**config.mk**
```make
export PLATFORM = sky130hd
export DESIGN_NAME = button_debounce
export DESIGN_NICKNAME = d
export VERILOG_FILES = /design/src/rtl/button_debounce.sv
export SDC_FILE = /design/constraint.sdc
export NUM_CORES = 1
export LEC_CHECK = 0
export BUFFER_PORTS_ARGS = -buffer_cell sky130_fd_sc_hd__buf_2
export CAP_MARGIN = 20
export CORE_MARGIN = 5
export CORE_UTILIZATION = 25
export CTS_CLUSTER_DIAMETER = 100
export DETAILED_ROUTE_END_ITERATION = 10
export HOLD_SLACK_MARGIN = 0.03
export PLACE_DENSITY_LB_ADDON = 0.25
export SETUP_SLACK_MARGIN = 0.2
export SYNTH_ARGS = -nofsm -noshare
export SYNTH_HDL_FRONTEND = slang
export SYNTH_SLANG_ARGS = --single-unit
```
**constraint.sdc**
```tcl
create_clock -name clk -period 3.4 [get_ports clk]
set_input_delay 0.17 -clock clk [delete_from_list [all_inputs] [get_ports clk]]
set_output_delay 0.17 -clock clk [all_outputs]
set_load 0.05 [all_outputs]
```
**src/rtl/button_debounce.sv**
```systemverilog
// Per-button 2-flop synchronizer, counter-based debouncer and auto-repeat FSM.
// Press/release/repeat are registered one-cycle pulses aligned to btn_level.
module button_debounce #(
  parameter int unsigned N         = 4,
  parameter int unsigned DB_CYCLES = 50000,
  parameter int unsigned RPT_DELAY = 25000000,
  parameter int unsigned RPT_RATE  = 5000000
) (
  input  logic         clk,
  input  logic         reset,
  input  logic [N-1:0] btn_raw,
  output logic [N-1:0] btn_level,
  output logic [N-1:0] btn_press,
  output logic [N-1:0] btn_release,
  output logic [N-1:0] btn_repeat,
  output logic         any_press
);

  localparam int unsigned DBW     = (DB_CYCLES > 1) ? $clog2(DB_CYCLES) : 1;
  localparam int unsigned RPT_MAX = (RPT_DELAY > RPT_RATE) ? RPT_DELAY : RPT_RATE;
  localparam int unsigned RW      = (RPT_MAX > 1) ? $clog2(RPT_MAX) : 1;

  localparam logic [DBW-1:0] DB_LAST = DBW'(DB_CYCLES - 1);
  localparam logic [RW-1:0]  RD_LAST = RW'(RPT_DELAY - 1);
  localparam logic [RW-1:0]  RR_LAST = RW'(RPT_RATE - 1);

  typedef enum logic [1:0] {
    IDLE,
    DELAY,
    REPEAT
  } rpt_state_t;

  logic [N-1:0] sync1;
  logic [N-1:0] sync2;

  always_ff @(posedge clk or negedge reset) begin
    if (!reset) begin
      sync1 <= '0;
      sync2 <= '0;
    end else begin
      sync1 <= btn_raw;
      sync2 <= sync1;
    end
  end

  always_ff @(posedge clk or negedge reset) begin
    if (!reset) begin
      any_press <= 1'b0;
    end else begin
      any_press <= |btn_press;
    end
  end

  for (genvar i = 0; i < N; i++) begin : g_bit
    logic           lvl_q;
    logic           press_q;
    logic           rel_q;
    logic           rpt_q;
    logic [DBW-1:0] db_cnt;
    logic           db_done;
    logic           rise;
    logic           fall;
    rpt_state_t     state_q;
    rpt_state_t     state_d;
    logic [RW-1:0]  rpt_cnt_q;
    logic [RW-1:0]  rpt_cnt_d;
    logic           rpt_d;

    assign db_done = (sync2[i] != lvl_q) && (db_cnt == DB_LAST);
    assign rise    = db_done & ~lvl_q;
    assign fall    = db_done & lvl_q;

    always_ff @(posedge clk or negedge reset) begin
      if (!reset) begin
        lvl_q   <= 1'b0;
        press_q <= 1'b0;
        rel_q   <= 1'b0;
        db_cnt  <= '0;
      end else begin
        press_q <= rise;
        rel_q   <= fall;
        if ((sync2[i] == lvl_q) || db_done) begin
          db_cnt <= '0;
        end else begin
          db_cnt <= db_cnt + DBW'(1);
        end
        if (db_done) begin
          lvl_q <= ~lvl_q;
        end
      end
    end

    always_ff @(posedge clk or negedge reset) begin
      if (!reset) begin
        state_q   <= IDLE;
        rpt_cnt_q <= '0;
        rpt_q     <= 1'b0;
      end else begin
        state_q   <= state_d;
        rpt_cnt_q <= rpt_cnt_d;
        rpt_q     <= rpt_d;
      end
    end

    // FSM reacts to the debounce event itself, so it moves on the same edge
    // that registers the press/release pulse; release overrides any repeat.
    always_comb begin
      state_d   = state_q;
      rpt_cnt_d = rpt_cnt_q;
      rpt_d     = 1'b0;
      if (fall) begin
        state_d   = IDLE;
        rpt_cnt_d = '0;
      end else begin
        case (state_q)
          IDLE: begin
            if (rise && (RPT_DELAY != 0)) begin
              state_d   = DELAY;
              rpt_cnt_d = '0;
            end
          end
          DELAY: begin
            if (rpt_cnt_q == RD_LAST) begin
              rpt_d     = 1'b1;
              rpt_cnt_d = '0;
              state_d   = REPEAT;
            end else begin
              rpt_cnt_d = rpt_cnt_q + RW'(1);
            end
          end
          REPEAT: begin
            if (rpt_cnt_q == RR_LAST) begin
              rpt_d     = 1'b1;
              rpt_cnt_d = '0;
            end else begin
              rpt_cnt_d = rpt_cnt_q + RW'(1);
            end
          end
          default: begin
            state_d   = IDLE;
            rpt_cnt_d = '0;
          end
        endcase
      end
    end

    assign btn_level[i]   = lvl_q;
    assign btn_press[i]   = press_q;
    assign btn_release[i] = rel_q;
    assign btn_repeat[i]  = rpt_q;
  end

endmodule

```
Word-level counts from Yosys, hierarchy flattened. Index checks and enable logic that the tools add are counted.

Flip-flop bits (word level): 197. Bits of input ports: 6. Output and inout bits: 17. Word-level logic and storage cells: 164.

Add/sub/neg operators: 8. Equality and inequality tests: 40. Muxes and demuxes: 56. Bitwise operators: 12. Reductions and logical operators: 17.

Operators with widths (count): 25-bit 2-to-1 mux (16); 25-bit one-hot mux with 3 select lines (4); 25-bit by 1-bit adder with 25-bit output (second input constant) (4); 25-bit by 23-bit equality test with 1-bit output (second input constant) (4); 25-bit equality test (second input constant) (4); 16-bit by 1-bit adder with 16-bit output (second input constant) (4); 16-bit equality test (second input constant) (4); 16-bit 2-to-1 mux (4); 2-bit 2-to-1 mux (12); 3-bit inequality test (second input constant) (8); 2-bit one-hot mux with 3 select lines (4); 1-bit 2-to-1 mux (12); 3-bit AND reduction (4); 1-bit bitwise AND (8); 2-bit by 1-bit equality test with 1-bit output (second input constant) (4); 2-bit equality test (second input constant) (4); 2-bit logical NOT (4); 2-bit inequality test (second input constant) (4); 1-bit one-hot mux with 2 select lines (4); 1-bit equality test (4); 1-bit logical AND (4); 1-bit logical OR (4); 1-bit inequality test (4); 1-bit inverter (4); 4-bit OR reduction (1).

Logic depth before layout (Yosys ltp). Gate-level depths: netlist of run 1.

Word-level depth: 6. Depth in mapped cells: 10. Gate-level depth less buffers: 7.

Worst setup path after synthesis of run 1. Ideal clock, no wire load.

Path kind: reg2reg. Start: register g_bit[0].rpt_cnt_q[16]. End: register g_bit[0].rpt_cnt_q[17]. Setup time: 128 ps. Data arrival time: 2551 ps. Required time: 3272 ps. Setup slack: 721 ps. Stages on the path, launching flop included: 9. Buffers on the path: 2. Period minus slack after synthesis: 2679 ps. Path through: dfrtp_1 -> or4_1 -> or4_1 -> o41a_1 -> o21a_1 -> buf_2 -> buf_2 -> a31oi_1 -> o31ai_1.

Longest elaborated chain between the ends: 4. Elaborated cells between the ends (all ways): 7. Classes of those cells: add/sub (1); eq/ne (2); mux (4).

RTL lines: start, declared (RTL line 65) `logic [RW-1:0] rpt_cnt_q;`; start signal, assigned (RTL line 100) `rpt_cnt_q <= rpt_cnt_d;`; 25-bit by 1-bit adder with 25-bit output (tied with other cells) (RTL line 128, 136); 25-bit 2-to-1 mux, on equally long branches (RTL line 132, 123); 25-bit one-hot mux with 3 select lines (*) (RTL line 115) `case (state_q)`; 25-bit 2-to-1 mux (*) (RTL line 111) `if (fall) begin`.

Mark *: on every way between the ends. The rest lies on a longest branch, timed or not. A chain may end at the register's enable or synchronous reset.

Worst setup path after layout of run 1.
Start: register g_bit[2].db_cnt[11]. End: register g_bit[2].rpt_cnt_q[18].

Longest elaborated chain between the ends: 4. Elaborated cells between the ends (all ways): 6. Classes of those cells: eq/ne (2); mux (1); bitwise (2); reduce/logical (1).

RTL lines: start, declared (RTL line 59) `logic [DBW-1:0] db_cnt;`; start signal, assigned (RTL line 85) `db_cnt <= db_cnt + DBW'(1);`; 16-bit equality test (*) (RTL line 69) `assign db_done = (sync2[i] != lvl_q) && (db_cnt == DB_LAST);`; 1-bit logical AND (*) (RTL line 69); 1-bit bitwise AND, on equally long branches (RTL line 70, 71); 3-bit inequality test (no line) / 25-bit 2-to-1 mux (equally long branches); end signal, assigned (RTL line 100); end, declared (RTL line 65).

Marks and branches as above.

==> results of run 1 <==
[metrics by stage]
stage	utilization (%)	instances	total power [W]	hold slack, ns	worst slack, ns
after global placement	26.8	1670	0.00252	0.275	0.483
after detailed placement	26.8	1670	0.00252	0.281	0.471
after CTS	28.3	1706	0.00463	0.346	0.449
after floorplan	-	1144	0.00245	-0.126	0.721
final	28.3	1706	0.00453	0.312	0.468
after global routing	28.3	1706	0.00473	0.359	0.331
[report_power, final]
part            total, W  leakage, nW  switching [W]  internal (W)
registers        0.00237         2.72      0.0000159       0.00236
clock network    0.00206        0.277       0.000934       0.00113
logic          0.0000966         1.80      0.0000713     0.0000253
[layer usage]
layer | wire length (um) | vias to the layer above | global-route usage, %
met2 | 10700 | 88 | 16.8
met4 | 331 | 0 | 3.20
met5 | 0 | - | 0
met1 | 11900 | 3946 | 14.3
met3 | 670 | 23 | 2.36
li1 | - | 4131 | -
[how the worst min path moves through the flow]
stage,cells after the start,from,endpoint
after detailed placement,1,reset,g_bit[1].rpt_cnt_q[9]$_DFFE_PN0P_
after CTS,2,btn_raw[1],sync1[1]$_DFF_PN0_
after floorplan,0,reset,any_press$_DFF_PN0_
after global placement,1,reset,g_bit[1].rpt_cnt_q[9]$_DFFE_PN0P_
after global routing,0,sync1[0]$_DFF_PN0_,sync2[0]$_DFF_PN0_
final,2,reset,g_bit[1].rpt_cnt_q[9]$_DFFE_PN0P_
[worst max-delay path: cells and delay by family (launching register included)]
kind                   cells  cell delay (ns)
and+or+nand+nor            4             1.56
DFF                        1             0.45
AOI/OAI and AO/OA          2             0.62
buffers and inverters      1             0.25
[sequential cells by signal, indices dropped and copies added, names as in the netlist]
register / flops
g_bit.rpt_cnt_q: 100
g_bit.db_cnt: 64
g_bit.state_q: 8
g_bit.lvl_q: 4
g_bit.press_q: 4
g_bit.rel_q: 4
g_bit.rpt_q: 4
sync1: 4
sync2: 4
any_press: 1
[Yosys cell counts (21+ instances only)]
cell type	instances	area, sq um
xnor2_1	42	368
dfrtp_1	197	4930
nand2_1	122	458
o21ai_0	32	160
nand4_1	44	275
xor2_1	33	289
and3_1	21	131
nor2_1	137	514
nor3_1	38	190
clkbuf_1	27	101
ha_1	24	300
nand3_1	112	561
or3_1	29	181
inv_1	28	105
[cells by family (layout without fill, tap and decap cells)]
kind of cell    Yosys count  count (layout)
simple gates            617             617
flops                   197             197
compound gates          144             144
buf+inv                  80             103
xor+xnor                 75              75
fa+ha+maj                24              24
mux                       7               7
[area by class of cell]
type / instances / area share, %
well taps: 539 / 5.70
repair buffers: 44 / 2.62
inverters: 28 / 0.888
clock buffers: 21 / 3.89
multi-input cells: 867 / 44.2
clock inverters: 10 / 1.04
flip-flops and latches: 197 / 41.7
[cell usage in the layout, fill, tap and decap left out, types with 14 or more instances in the layout]
cell | synthesis | layout
nand4_1 | 44 | 44
or4_1 | 17 | 17
o21ai_0 | 32 | 32
xor2_1 | 33 | 33
nand3_1 | 112 | 112
clkbuf_16 | 0 | 17
nor3_1 | 38 | 38
dfrtp_1 | 197 | 197
nor4_1 | 14 | 14
nor2_1 | 137 | 137
inv_1 | 28 | 28
nand2_1 | 122 | 122
and3_1 | 21 | 21
or3_1 | 29 | 29
buf_2 | 6 | 21
a21o_1 | 19 | 19
ha_1 | 24 | 24
xnor2_1 | 42 | 42
buf_4 | 16 | 16
[repair_timing]
item,CTS,global route
endpoints found under the setup margin,0,0
hold endpoints to repair,100,0
hold buffers,5,0
==> results.toml, run 1 <==
[run_status]
status = "complete, no violations"

[sta]
setup_violations = 0
slew_headroom_pct = 33.1
fmax_mhz = 341
fin_skew_ns = 0.00629
min_period_over_period_pct = 86.2
report.final.slew_viol_count = 0
rsz0062_at_grt = "false"
finalCriticalPeriod_ns = 2.93
tightest_slew_ns = 1.00
hold_viol_final = 0
tns_ns = 0

[floorplanning]
core_region_area_sq_um = 41900
dieArea_sq_um = 46400
row_count = 75
start_util_pct = 25.2
chipWidth_um = 215
ioPinCount = 23
die_h_um = 215

[detailed_routing]
drt_iter0_drc = 425
via_count = 8188
first_pass_iters = 4
ant_nets = 0
viasPerCell = 4.80
routedWlPerCell_um = 13.8
post-route-drc-count = 0
wirelength_mm = 23.6

[clock_tree]
cts_setup_buffers = 0
cts_tree = "done"
numCtsBuffers = 17
cts_buffer_depth = 2
htreeDepth = 4
clock-sinks = 197
clockRootBuffer = "clkbuf_16"
cts.repair.resized = 0
clk_pin_slew_ns = 0.07
clk-insertion-delay-late_ns = 0.45

[global_routing]
grt_overflow_total = 0
first_global_vias = 8112
grt_max_degree = 100
track_usage_pct = 10.5
grt_pass1_wl_mm = 41.2
antenna_found_initial = 0

[yosys]
syn-num-nets = 1174
synthSimpleGateAreaFrac_pct = 30.4
synth_cells = 1144
ys_types = 58
yosys_most_used_dff = "dfrtp_1"
synth-seq-cells = 197
muxShareOfSynthArea_pct = 0.700
synth_edf_count = 0
synth_fa_ha_area_share_pct = 2.85
synth_top_family_by_area = "simple AND/OR/NAND/NOR gates"
synth_compound_area_share_pct = 9.45
synth_xor_area_share_pct = 6.23
yosysSeqAreaShare_pct = 46.8
synth_warnings = 0
synth-async-reset-ratio_pct = 100
syn_area_per_cell_sq_um = 9.21
synth_area_sq_um = 10500

[setup_path]
worstSetupStartpointType = "flop"
worstSetupEndpoint = "g_bit[2].rpt_cnt_q[18]$_DFFE_PN0P_"
critPathKind = "reg -> reg"
critical_path_required_ns = 3.78
r2r_slack_ns = 0.47
r2r_cells = 7
end_kind = "flop"
cp.arrival_ns = 3.31
cpPeakStageDelay_ns = 0.68
crit_chain = "or4bb_1 -> or4_1 -> o21a_1 -> a211o_1 -> buf_4 -> or3_1 -> nand3_1"
crit_slowest_cell = "or4_1"
reg2reg_to = "g_bit[2].rpt_cnt_q[18]$_DFFE_PN0P_"
r2r-start = "g_bit[2].db_cnt[11]$_DFF_PN0_"
crit_fanout = 13
crit_start = "g_bit[2].db_cnt[11]$_DFF_PN0_"

[final_layout]
drive_gt1_share_pct = 7.28
register_area_sq_um = 4930
multi_input_area_sq_um = 5230
diodes = 0
fillers = 4397
fin_nets = 1185
syn_to_final_growth_pct = 12.2
fin_area_sq_um = 11800

[placement]
dp_hpwl_mm = 15.9
gp_congestion = 0.795
io_buffers = 22
postPlaceCellArea_sq_um = 11200

[pwr]
ir_worst_vdd_uv = 369
power_density_nw_per_um2 = 383
p_leak_nw = 4.80

[job]
maxCapViolations = 0

[worst_hold_path]
worstHoldPathType = "in -> async"
(Power assumes the default switching activity.)
==> run 2, diff against run 1 <==
--- a/config.mk
+++ b/config.mk
@@ -5,6 +5,7 @@
 export SDC_FILE = /design/constraint.sdc
 export NUM_CORES = 1
 export LEC_CHECK = 0
+export ABC_AREA = 1
 export BUFFER_PORTS_ARGS = -buffer_cell sky130_fd_sc_hd__buf_2
 export CAP_MARGIN = 20
 export CORE_MARGIN = 5
==> run 2 against run 1 <==
Global-route usage increased by 0.44 points. Routed wire length is 19% higher. Total power shrank 1.5%. Synthesized cell count rose by 43%. Critical path depth up 1. Clock power decreased by 3%. Largest cell class unchanged. Largest power group unchanged.
==> results.toml, run 2 <==
[yosys]
syn-num-nets = 1669
synth_top_cell_by_area = "dfrtp_1"
synth-async-reset-ratio_pct = 100
yosys_most_used_dff = "dfrtp_1"
ys_types = 44
synth_compound_area_share_pct = 6.40
synth-seq-cells = 197
muxShareOfSynthArea_pct = 0
syn_area_per_cell_sq_um = 7.32
synth.area.top_cells = "dfrtp_1, nand2_1, nor2_1"
synthSimpleGateAreaFrac_pct = 37.0
yosysSeqAreaShare_pct = 41.1
synth_xor_area_share_pct = 3.94
synth_area_sq_um = 12000
synth_commonest_cells = "nand2_1, nor2_1, inv_1"
synth_edf_count = 0
yosysTopAreaCellShare_pct = 41.1
synth_warnings = 0
synth_most_common_cell = "nand2_1"
synth_top_family_by_area = "simple AND/OR/NAND/NOR gates"
synth_cells = 1639
synth_fa_ha_area_share_pct = 2.50

[detailed_routing]
drt_iter0_drc = 621
ant_nets = 0
via_count = 10200
viasPerCell = 4.50
routedWlPerCell_um = 12.3
post-route-drc-count = 0
first_pass_iters = 5
wirelength_mm = 28.1

[floorplanning]
ioPinCount = 23
core_region_area_sq_um = 47600
chipWidth_um = 229
start_util_pct = 25.2
dieArea_sq_um = 52500
die_h_um = 229
row_count = 80

[sta]
min_period_over_period_pct = 61.8
rsz0062_at_grt = "false"
fmax_mhz = 476
setup_violations = 0
slew_headroom_pct = 58.9
finalCriticalPeriod_ns = 2.10
tns_ns = 0
fin_skew_ns = 0.0144
tightest_slew_ns = 0.616
hold_viol_final = 0
report.final.slew_viol_count = 0
whs_ns = 0.261

[global_routing]
grt_overflow_total = 0
antenna_found_initial = 1
grt_pass1_wl_mm = 49.3
track_usage_pct = 11.0
grt_max_degree = 86
first_global_vias = 10200

[clock_tree]
cts.repair.resized = 0
clock-sinks = 197
clk-insertion-delay-late_ns = 0.46
cts_setup_buffers = 0
htreeDepth = 4
numCtsBuffers = 17
clockRootBuffer = "clkbuf_16"
cts_tree = "done"
clk_pin_slew_ns = 0.07
cts_buffer_depth = 2

[job]
maxCapViolations = 0

[final_layout]
fin_cells = 2275
final_cell_mix = "nand2_1, nor2_1, inv_1"
final_core_util_pct = 27.8
fillers = 5268
diodes = 0
drive_gt1_share_pct = 7.95
fin_nets = 1678
syn_to_final_growth_pct = 10.4
top_regs = "g_bit.rpt_cnt_q (100), g_bit.db_cnt (64), g_bit.state_q (8)"
regMostFlops = "g_bit.rpt_cnt_q"
final_common_cell = "nand2_1"
largest_register_ffs = 100

[placement]
dp.cells = 2239
io_buffers = 22
gp_congestion = 0.887
dp_hpwl_mm = 20.5

[setup_path]
critical_path_required_ns = 3.74
worstSetupEndpoint = "g_bit[3].rpt_cnt_q[6]$_DFFE_PN0P_"
reg2reg_to = "g_bit[3].rpt_cnt_q[6]$_DFFE_PN0P_"
crit_fanout = 35
r2r-start = "g_bit[3].db_cnt[0]$_DFF_PN0_"
cp.arrival_ns = 2.44
r2r_slack_ns = 1.30
end_kind = "flop"
worstSetupStartpointType = "flop"
crit_start = "g_bit[3].db_cnt[0]$_DFF_PN0_"
critPathKind = "reg -> reg"
r2r_cells = 8

[pwr]
ir_worst_vdd_uv = 301
p_leak_nw = 5.81
power_density_nw_per_um2 = 337

[worst_hold_path]
worstHoldPathType = "in -> async"

[run_status]
status = "complete, no violations"
## run 2: changes by cell type after synthesis, moves of 28 or more
cell	previous run	this run
a21oi_1	11	62
inv_1	28	202
nand2_1	122	399
nand4_1	44	72
nor2_1	137	257
or3_1	29	0
xnor2_1	42	8
## run 2: metal layers
layer | vias up | wire [um] | track usage, %
li1 | 5252 | - | -
met1 | 4866 | 13800 | 14.6
met2 | 107 | 13200 | 18.4
met3 | 20 | 828 | 2.39
met4 | 0 | 293 | 2.50
met5 | - | 0 | 0
## run 2: layout make-up
cell class	count	area, sq um	share of cell area (%)
Tap cell	615	769	5.81
Timing Repair Buffer	29	198	1.49
Clock buffer	19	433	3.27
Inverter	213	802	6.06
Sequential cell	197	4930	37.2
Multi-Input combinational cell	1190	5980	45.2
Clock inverter	12	126	0.954
## run 2: metrics by stage
stage	instance area, sq um	total power [W]	setup slack [ns]
after floorplan	12000	0.00245	1.76
after global placement	12600	0.00252	1.31
after detailed placement	12600	0.00252	1.26
after CTS	13200	0.00456	1.24
after global routing	13200	0.00466	1.07
final	13200	0.00447	1.30
## run 2: cell families (layout without fill, tap and decap cells)
family | after synthesis | count (layout)
AND/OR/NAND/NOR | 976 | 976
buffers and inverters | 252 | 273
flip-flops | 197 | 197
AO/OA/AOI/OAI | 136 | 136
XOR/XNOR | 54 | 54
adder cells (fa/ha/maj) | 24 | 24
## run 2: power breakdown
group / switching [W] / leakage (nW) / internal (W)
Sequential: 0.0000101 / 2.72 / 0.00236
Combinational: 0.0000772 / 2.82 / 0.0000248
Clock: 0.000976 / 0.268 / 0.00102
Total: 0.00106 / 5.81 / 0.00340
## run 2: critical path, cell delays in order (launching register included)
cell	delay (ns)
dfrtp_1	0.37
ha_1	0.21
nand3_2	0.14
nor3_2	0.22
nand3_2	0.14
nand2_4	0.31
nand2_1	0.15
inv_2	0.35
nor2_1	0.10
## run 2: worst min-delay path by stage
stage                                              end  slack (ns)  cells past startpoint
after floorplan                    any_press$_DFF_PN0_       -0.13                      0
after global placement    g_bit[3].db_cnt[9]$_DFF_PN0_        0.19                      1
after detailed placement  g_bit[3].db_cnt[9]$_DFF_PN0_        0.19                      1
after CTS                 g_bit[3].db_cnt[9]$_DFF_PN0_        0.28                      2
after global routing      g_bit[3].db_cnt[9]$_DFF_PN0_        0.34                      2
final                     g_bit[3].db_cnt[9]$_DFF_PN0_        0.26                      2
## run 2: what timing repair did
item                                   in CTS  in global routing
setup endpoints to repair                   0                  0
hold buffers                                5                  0
endpoints found under the hold margin      81                  0
==> run 3, diff against run 2 <==
--- a/config.mk
+++ b/config.mk
@@ -5,7 +5,7 @@
 export SDC_FILE = /design/constraint.sdc
 export NUM_CORES = 1
 export LEC_CHECK = 0
-export ABC_AREA = 1
+export ABC_AREA = 0
 export BUFFER_PORTS_ARGS = -buffer_cell sky130_fd_sc_hd__buf_2
 export CAP_MARGIN = 20
 export CORE_MARGIN = 5
==> constraint.sdc (replaced) <==
create_clock -name clk -period 1.85 [get_ports clk]
set_input_delay 0.0925 -clock clk [delete_from_list [all_inputs] [get_ports clk]]
set_output_delay 0.0925 -clock clk [all_outputs]
set_load 0.05 [all_outputs]
==> run 3 against run 2 <==
The run now ends with negative setup slack left. Global-route usage rose by 1.6 points. Worst hold slack worse by 0.12 ns. First-iteration DRC count is 16% lower. Combinational power increased to 3.2 times the previous value. Core utilization up 11 points. Sequential cell count unchanged. Total power is 95% higher. Register-to-register slack got worse by 2.1 ns. Maximum frequency shrank 21%. Via count fell by 4.6%. Sequential power rose by 84%. Clock power grew 100%. Largest cell class unchanged. Largest power group unchanged. Highest routed layer unchanged.
==> results.toml, run 3 (synthesis results as in run 1) <==
[sta]
finalCriticalPeriod_ns = 2.66
rsz0062_at_grt = "true"
fin_skew_ns = 0.0149
slew_headroom_pct = 67.6
report.final.slew_viol_count = 0
hold_viol_final = 0
setup_violations = 142
fmax_mhz = 376
tightest_slew_ns = 0.480
min_period_over_period_pct = 144
fin_ws_ns = -0.811

[floorplanning]
die_h_um = 215
ioPinCount = 23
start_util_pct = 25.2
row_count = 75
chipWidth_um = 215
dieArea_sq_um = 46400
core_region_area_sq_um = 41900

[global_routing]
grt_overflow_total = 0
first_global_vias = 9994
track_usage_pct = 12.6
grt_max_degree = 51
grt_pass1_wl_mm = 49.4
antenna_found_initial = 1

[job]
maxCapViolations = 0

[clock_tree]
clk_pin_slew_ns = 0.08
cts_tree = "done"
clk-insertion-delay-late_ns = 0.44
clockRootBuffer = "clkbuf_16"
clock-sinks = 197
htreeDepth = 4
cts_buffer_depth = 2
numCtsBuffers = 17

[run_status]
status = "complete, but fails checks"
failed_checks = "negative setup slack"

[setup_path]
crit_chain = "or4b_1 -> or4_4 -> o21a_1 -> a211o_4 -> buf_6 -> or4_4 -> nand3_2"
cpPeakStageDelay_ns = 0.56
crit_slowest_cell = "or4_4"
critPathKind = "reg -> reg"
critical_path_required_ns = 2.24
crit_fanout = 6
worstSetupStartpointType = "flop"
crit_path_frequent_cell = "or4_4"
cp.arrival_ns = 3.05
end_kind = "flop"
path_buf_inv = 1
crit_family = "simple AND/OR/NAND/NOR gates"

[worst_hold_path]
worstHoldPathType = "in -> async"

[detailed_routing]
ant_nets = 0
wirelength_mm = 29.3
first_pass_iters = 5
routedWlPerCell_um = 14.1
post-route-drc-count = 0
viasPerCell = 4.72
via_count = 9770
drt_iter0_drc = 519

[placement]
post-place-ws_ns = -0.890
gp_congestion = 0.793
io_buffers = 22
dp_hpwl_mm = 20.0

[pwr]
p_sw_share_pct = 23.5
power_frac_seq_pct = 49.9
pwr-share-clk_pct = 46.4
p_int_w = 0.00668
p_comb_share_pct = 3.8
p_leak_nw = 7.04
p_switching_w = 0.00205
p_total_w = 0.00873
ir_worst_vdd_uv = 564
power_density_nw_per_um2 = 534

[final_layout]
final_common_cell = "buf_4"
fillers = 4148
final_cell_mix = "buf_4, dfrtp_1, nand2_1"
regMostFlops = "g_bit.rpt_cnt_q"
diodes = 0
top_regs = "g_bit.rpt_cnt_q (100), g_bit.db_cnt (64), g_bit.state_q (8)"
fin_nets = 1548
syn_to_final_growth_pct = 55.1
largest_register_ffs = 100
drive_gt1_share_pct = 43.6
[run 3: cell types whose count changed in the layout (fill, tap and decap cells not counted), moves of 20 or more]
cell,previous run,this run
buf_4,1,306
nand2_1,399,116
nor2_1,257,72
inv_1,202,28
a21oi_1,62,7
buf_6,0,54
xnor2_1,8,41
nand4_1,72,44
nand3_1,105,79
nor3_1,53,28
nor2_4,6,30
or3_1,0,23
nand3_2,9,30
o21ai_0,32,12
[run 3: area by class of cell]
| type | instances | area (sq um) | area share [%] |
|---|---|---|---|
| clock buffer | 18 | 439 | 2.69 |
| clock inverter | 14 | 189 | 1.16 |
| inverter | 28 | 105 | 0.643 |
| multi-input combinational | 868 | 6540 | 40.0 |
| sequential | 197 | 4930 | 30.1 |
| tap | 539 | 674 | 4.12 |
| timing repair buffer | 406 | 3480 | 21.3 |
[run 3: worst register-to-register path, cell delays in order, from the launching register on]
cell and delay, ns:
dfrtp_1 0.38, or4b_1 0.51, or4_4 0.56, o21a_1 0.21, a211o_4 0.32, buf_6 0.13, or4_4 0.41, nand3_2 0.08
[run 3: final timing paths]
path,endpoint,cells past startpoint,slack (ns),start
setup / recovery,g_bit[2].rpt_cnt_q[23]$_DFFE_PN0P_,7,-0.81,g_bit[2].db_cnt[4]$_DFF_PN0_
hold / removal,g_bit[3].rpt_cnt_q[17]$_DFFE_PN0P_,2,0.14,reset
setup reg to reg,g_bit[2].rpt_cnt_q[23]$_DFFE_PN0P_,7,-0.81,g_bit[2].db_cnt[4]$_DFF_PN0_
hold reg to reg,sync2[1]$_DFF_PN0_,0,0.35,sync1[1]$_DFF_PN0_
max in group asynchronous,g_bit[1].db_cnt[15]$_DFF_PN0_,3,1.06,reset
min in group clk,sync1[3]$_DFF_PN0_,2,0.29,btn_raw[3]
[run 3: what timing repair did]
action / in CTS / in global routing
hold endpoints to repair: 201 / 0
gates resized for setup: 148 / 167
gates cloned: 7 / 1
hold buffers: 5 / 0
setup endpoints to repair: 180 / 184
setup buffers: 25 / 13
pin swaps: 72 / 55
[run 3: power by group through the flow]
stage	logic [W]	clock network, W	registers, W
finish	0.000329	0.00405	0.00435
global route	0.000372	0.00437	0.00435
CTS	0.000310	0.00420	0.00435
detailed placement	0.000260	0	0.00444
global placement	0.000258	0	0.00443
floorplan	0.0000695	0	0.00444
[run 3: layer usage]
layer,track usage [%],vias to the layer above,share of wire (%)
met2,21.0,74,48
met1,17.0,4813,49
li1,-,4868,-
met4,2.73,0,0.87
met3,2.35,15,1.9
met5,0,-,0
[run 3: stage by stage]
step	hold WS, ns	instance area, sq um	instances	util, %	TNS (ns)
after global placement	0.0264	13900	1987	33.2	-64.51
after global routing	0.173	16400	2070	39.1	-79.47
after detailed placement	0.0310	13900	1987	33.2	-65.68
after CTS	0.139	15500	2056	37.1	-63.93
after floorplan	-0.203	10900	1144	-	-52.53
final	0.141	16400	2070	39.1	-66.11
